[src/rtl/nexys_starship_monster_ctrl.sv]
// Monster controller for the starship game: one IDLE/ACTIVE/COOLDOWN FSM per
// direction plus game run/over and score. Define STARSHIP_SCORE_SAT_EN to saturate the score at 255.
module nexys_starship_monster_ctrl #(
    parameter int TIMEOUT_CYC  = 200000000,
    parameter int COOLDOWN_CYC = 50000000
) (
    input  logic        Clk,
    input  logic        Reset,
    input  logic        start,
    input  logic [3:0]  spawn_req,
    input  logic [3:0]  random_hex,
    input  logic [3:0]  shoot,
    input  logic [3:0]  shoot_hex,
    output logic [3:0]  monster_active,
    output logic [15:0] monster_hex,
    output logic        running,
    output logic        game_over,
    output logic [7:0]  score
);

    localparam int MAX_CYC = (TIMEOUT_CYC > COOLDOWN_CYC) ? TIMEOUT_CYC : COOLDOWN_CYC;
    localparam int TW      = $clog2(MAX_CYC + 1);

    localparam logic [TW-1:0] TIMER_ZERO = TW'(0);
    localparam logic [TW-1:0] TIMER_ONE  = TW'(1);
    localparam logic [TW-1:0] TO_LAST    = TW'(TIMEOUT_CYC - 1);
    localparam logic [TW-1:0] CD_LAST    = TW'(COOLDOWN_CYC - 1);

    typedef enum logic [1:0] {
        ST_IDLE     = 2'd0,
        ST_ACTIVE   = 2'd1,
        ST_COOLDOWN = 2'd2
    } state_t;

    state_t          r_state     [4];
    state_t          w_state_nxt [4];
    logic [TW-1:0]   r_timer     [4];
    logic [TW-1:0]   w_timer_nxt [4];
    logic [3:0]      r_hex       [4];
    logic [3:0]      w_hex_nxt   [4];
    logic [3:0]      r_active;
    logic [3:0]      w_active_nxt;
    logic            r_running;
    logic            w_running_nxt;
    logic            r_game_over;
    logic            w_game_over_nxt;
    logic [7:0]      r_score;
    logic [7:0]      w_score_nxt;
    logic [3:0]      w_kill;
    logic [3:0]      w_timeout;

    function automatic logic [2:0] count_ones4(input logic [3:0] v);
        return {2'b00, v[0]} + {2'b00, v[1]} + {2'b00, v[2]} + {2'b00, v[3]};
    endfunction

    function automatic logic [7:0] add_score(input logic [7:0] s, input logic [2:0] n);
`ifdef STARSHIP_SCORE_SAT_EN
        logic [8:0] sum;
        sum = {1'b0, s} + {6'b000000, n};
        if (sum > 9'd255) begin
            return 8'hFF;
        end else begin
            return sum[7:0];
        end
`else
        return s + {5'b00000, n};
`endif
    endfunction

    // Next-state logic for all four direction FSMs and the game-level flags.
    always_comb begin
        for (int d = 0; d < 4; d++) begin
            w_state_nxt[d] = r_state[d];
            w_timer_nxt[d] = r_timer[d];
            w_hex_nxt[d]   = r_hex[d];
        end
        w_kill          = 4'b0000;
        w_timeout       = 4'b0000;
        w_running_nxt   = r_running;
        w_game_over_nxt = r_game_over;

        if (start && !r_running) begin
            w_running_nxt   = 1'b1;
            w_game_over_nxt = 1'b0;
            for (int d = 0; d < 4; d++) begin
                w_state_nxt[d] = ST_IDLE;
                w_timer_nxt[d] = TIMER_ZERO;
            end
        end else if (r_running) begin
            for (int d = 0; d < 4; d++) begin
                case (r_state[d])
                    ST_IDLE: begin
                        // A same-cycle shoot on an idle direction is simply not looked at here.
                        if (spawn_req[d]) begin
                            w_state_nxt[d] = ST_ACTIVE;
                            w_hex_nxt[d]   = random_hex;
                            w_timer_nxt[d] = TIMER_ZERO;
                        end else begin
                            w_state_nxt[d] = ST_IDLE;
                        end
                    end
                    ST_ACTIVE: begin
                        if (shoot[d] && (shoot_hex == r_hex[d])) begin
                            w_kill[d]      = 1'b1;
                            w_state_nxt[d] = ST_COOLDOWN;
                            w_timer_nxt[d] = TIMER_ZERO;
                        end else if (r_timer[d] == TO_LAST) begin
                            w_timeout[d]   = 1'b1;
                        end else begin
                            w_timer_nxt[d] = r_timer[d] + TIMER_ONE;
                        end
                    end
                    ST_COOLDOWN: begin
                        if (r_timer[d] == CD_LAST) begin
                            w_state_nxt[d] = ST_IDLE;
                            w_timer_nxt[d] = TIMER_ZERO;
                        end else begin
                            w_timer_nxt[d] = r_timer[d] + TIMER_ONE;
                        end
                    end
                    default: begin
                        w_state_nxt[d] = ST_IDLE;
                        w_timer_nxt[d] = TIMER_ZERO;
                    end
                endcase
            end
            if (|w_timeout) begin
                w_running_nxt   = 1'b1 ^ 1'b1;
                w_game_over_nxt = 1'b1;
                for (int d = 0; d < 4; d++) begin
                    w_state_nxt[d] = ST_IDLE;
                    w_timer_nxt[d] = TIMER_ZERO;
                end
            end else begin
                w_game_over_nxt = r_game_over;
            end
        end else begin
            w_running_nxt = 1'b0;
        end
    end

    // Score update: cleared by a new game, otherwise advanced by this cycle's kill count.
    always_comb begin
        w_score_nxt = r_score;
        if (start && !r_running) begin
            w_score_nxt = 8'h00;
        end else if (r_running) begin
            w_score_nxt = add_score(r_score, count_ones4(w_kill));
        end else begin
            w_score_nxt = r_score;
        end
    end

    // Registered presence flags follow the next FSM state so outputs leave flops directly.
    always_comb begin
        w_active_nxt = 4'b0000;
        for (int d = 0; d < 4; d++) begin
            w_active_nxt[d] = (w_state_nxt[d] == ST_ACTIVE);
        end
    end

    // State register for FSMs, timers, codes, flags and score.
    always_ff @(posedge Clk or negedge Reset) begin
        if (!Reset) begin
            for (int d = 0; d < 4; d++) begin
                r_state[d] <= ST_IDLE;
                r_timer[d] <= TIMER_ZERO;
                r_hex[d]   <= 4'h0;
            end
            r_active    <= 4'b0000;
            r_running   <= 1'b0;
            r_game_over <= 1'b0;
            r_score     <= 8'h00;
        end else begin
            for (int d = 0; d < 4; d++) begin
                r_state[d] <= w_state_nxt[d];
                r_timer[d] <= w_timer_nxt[d];
                r_hex[d]   <= w_hex_nxt[d];
            end
            r_active    <= w_active_nxt;
            r_running   <= w_running_nxt;
            r_game_over <= w_game_over_nxt;
            r_score     <= w_score_nxt;
        end
    end

    assign monster_active = r_active;
    assign monster_hex    = {r_hex[3], r_hex[2], r_hex[1], r_hex[0]};
    assign running        = r_running;
    assign game_over      = r_game_over;
    assign score          = r_score;

endmodule

[config.mk]
export PLATFORM = sky130hd
export DESIGN_NAME = nexys_starship_monster_ctrl
export DESIGN_NICKNAME = d
export VERILOG_FILES = /design/src/rtl/nexys_starship_monster_ctrl.sv
export SDC_FILE = /design/constraint.sdc
export NUM_CORES = 1
export LEC_CHECK = 0
export CAP_MARGIN = 20
export CORE_ASPECT_RATIO = 1.4
export CORE_MARGIN = 3
export CORE_UTILIZATION = 58
export CTS_CLUSTER_DIAMETER = 40
export DETAILED_ROUTE_END_ITERATION = 8
export GPL_TIMING_DRIVEN = 0
export PLACE_DENSITY = 0.78
export SYNTH_ARGS = -nofsm -noshare
export SYNTH_HDL_FRONTEND = slang
export SYNTH_SLANG_ARGS = --single-unit
[constraint.sdc]
create_clock -name Clk -period 7.2 [get_ports Clk]
set_input_delay 1.08 -clock Clk [delete_from_list [all_inputs] [get_ports Clk]]
set_output_delay 1.08 -clock Clk [all_outputs]
set_load 0.1 [all_outputs]
==> metrics <==
outcome=complete, no violations; share of cells above drive strength 1=under 10%; Worst EP arrival=between 3 and 4 ns; Max FO, Critical Path=10; final setup fails=0; ANT cells=0; critical path required time=between 7 and 8 ns; clk slew on worst S/H paths=~0.060 ns; total routed wirelength=~24,000 um; share of power burned in registers=a little under a third; Setup Buffers After CTS=0; Most used DFF post-synth=dfrtp_1; setup TNS=0 ns; number of remaining DRC errors=0; Final Hold Fails=0; Critical Path Max Stage Delay=roughly 0.54 ns; met2 WL post-DR=~12,000 um; area grow syn2layout=15.0%; Worst R2R Start=running; most frequent cells in the layout=dfrtp_1, nand2_1, nand3_1; Max VDD drop=approximately 0.25 mV; crit path capture type=register; filler cell count=roughly 1,200; Lkg Pwr=just over 4 nW; clock root cell=clkbuf_16; CTS tree=built; top routing layer used=met4; I/O Pins=approximately 50; Worst R2R End=score[7]; Worst Setup Path Type=input port to register; worst hold path type=register to register; CP Launch Type=input port; most used cell along the critical path=nand2_1; Nets=roughly 1,100; most common cell after layout, fill and taps aside=dfrtp_1; Post-CTS Resized=0; HP Start=r_timer[62]; via count=between 8,000 and 9,000; initial DRC count=roughly 650; Multi-input gate area=between 4000 and 5000 um^2; switching power=around 1.4 mW; Die Y=153 um; Synth warnings=0; Max Cap Violations=0; WP buf/inv=3; Post-synth EDFFs=0; Clock Tree Buf Depth=2; unrepaired setup endpoints after global routing=no; combinational power share=40.3%; Post-DRT Antenna Nets=0; floorplan row count=53; first-pass GRT wire length=approximately 40,000 um; Syn Nets=~1,100; Worst Clk Skew=a little under 0.007 ns; initial core utilization=around three fifths; #FFs+latches synth=150; routed length per instance=about 19 um; r2r setup slk=approximately 3.8 ns; Initial DRT Pass Iterations=5; Overflow after GRT=0; syn avg cell area=8.80 um^2; Cell variety after synth=72; H-tree depth=4; final-report max-slew violation count=0; hold path depth=1; CTS buffer count=17; Max Fclk=0.289 GHz; number of instances in the placed design=around 1,300; non-filler cells in the finished layout=1,288; clk_lat worst skew=0.43 ns; Mapped Cells=around 1,000; Core Area=approximately 15,000 um^2; CP cell instances=clkbuf_2, xnor2_1, nand2_1, o2111ai_1, nand4_1, buf_4, o31ai_4, clkbuf_1, nand2_1, o311ai_0; Tmin final=~3.5 ns; Total Routing Usage GR=between 20 and 30%; register area=3750 um^2; switch share=between 40% and 50%; die width=approximately 110 um; FFs w/ async S/R, synth=between 90% and 100%; Vias/cell=6.43; pin count of the biggest net entering global routing=93; sequential fraction of the synthesis area=41.9%; Final Cycle Share=between 40% and 50%; clock power share=29.2%; initial antenna violation count=0; met3 WL=around 1300 um; clock sinks=150; CTS Hold Bufs=0; Hold Crit Endpoint=r_timer[62]; Syn Std Cell Area=between 8000 and 9000 um^2; worst-path cell with the longest stage delay=o31ai_4; M1 WL=roughly 10000 um; RD Place Congestion=between 0.9 and 1; PwrDens=~320 nW/um^2; HPWL Detailed=between 15,000 and 20,000 um; I/O Buffers=between 40 and 50; r2r worst-path depth=10; Worst path top cell family by delay=compound AO/OA/AOI/OAI gates; internal power=roughly 1.9 mW; Slew HR=a little under a third; vias in the first global route=approximately 8,000; DIE AREA=~17,000 um^2; worst-margin pin slew=approximately 1.0 ns
==> how the worst max path moves through the flow <==
stage	start	end	slack, ns	depth (start not counted)
floorplan	running	score[1]	3.74	8
global placement	Reset	r_timer[56]	-1.17	1
detailed placement	shoot[2]	score[7]	3.40	11
CTS	running	score[7]	3.79	10
global route	running	score[7]	3.55	10
finish	shoot_hex[2]	r_timer[53]	3.74	10
==> Yosys cell counts (21+ instances only) <==
library cell	n	area, um^2
dfrtp_1	150	3750
a21oi_1	56	280
nand4_1	30	188
ha_1	21	263
inv_1	56	210
nand3_1	88	440
nor2_1	43	161
nor3_1	27	135
nor4_1	25	156
o21ai_0	68	340
nand2_1	126	473
or3_1	22	138
==> registers in the layout (all words and copies together) (netlist names) <==
register        count
monster_hex        16
running             1
r_timer           112
score               8
game_over           1
monster_active      4
r_state             8
==> metal layers <==
layer  up-vias  global-route usage [%]
li1       3871                       -
met1      4016                    35.2
met5         -                       0
met4         0                    12.6
met2       329                    49.5
met3        66                    4.83
==> layout make-up <==
class	instances	share of cell area [%]
Multi-Input combinational cell	768	46.4
Sequential cell	150	36.4
Timing Repair Buffer	45	4.55
Clock buffer	20	4.43
Tap cell	192	2.33
Buffer	45	2.11
Inverter	56	2.04
Clock inverter	12	1.70
==> through the flow <==
step                      setup WS [ns]  power [mW]  cell area [um^2]  util (%)  hold slack [ns]
final                              3.74        3.31             10300      68.5            0.497
after global routing               3.55        3.45             10300      68.5            0.522
after CTS                          3.79        3.31             10300      68.5            0.501
after detailed placement           3.40        2.35              9670      64.3            0.485
after global placement            -1.17        2.33              9650      64.1            0.477
after floorplan                    3.74        1.99              8960         -            0.461
==> logic make-up (layout without fill, tap and decap cells) <==
kind of cell / count (synthesis) / after routing / synth area share [%]
AO/OA/AOI/OAI: 236 / 236 / 16.9
XOR/XNOR: 21 / 21 / 2.05
adder cells (fa/ha/maj): 24 / 24 / 3.60
buffers and inverters: 101 / 178 / 4.77
flip-flops: 150 / 150 / 41.9
multiplexers: 33 / 33 / 3.91
AND/OR/NAND/NOR: 454 / 454 / 26.9
==> power groups by stage <==
| stage | Combinational [mW] | Clock, mW | Sequential, mW |
|---|---|---|---|
| 2_1_floorplan | 0.539 | 0 | 1.45 |
| 3_3_place_gp | 1.31 | 0 | 1.02 |
| 3_5_place_dp | 1.32 | 0 | 1.02 |
| 4_1_cts | 1.33 | 0.974 | 1.01 |
| 5_1_grt | 1.41 | 1.01 | 1.02 |
| 6_report | 1.34 | 0.967 | 1.01 |
No activity file was read; power rests on OpenSTA's default activity.
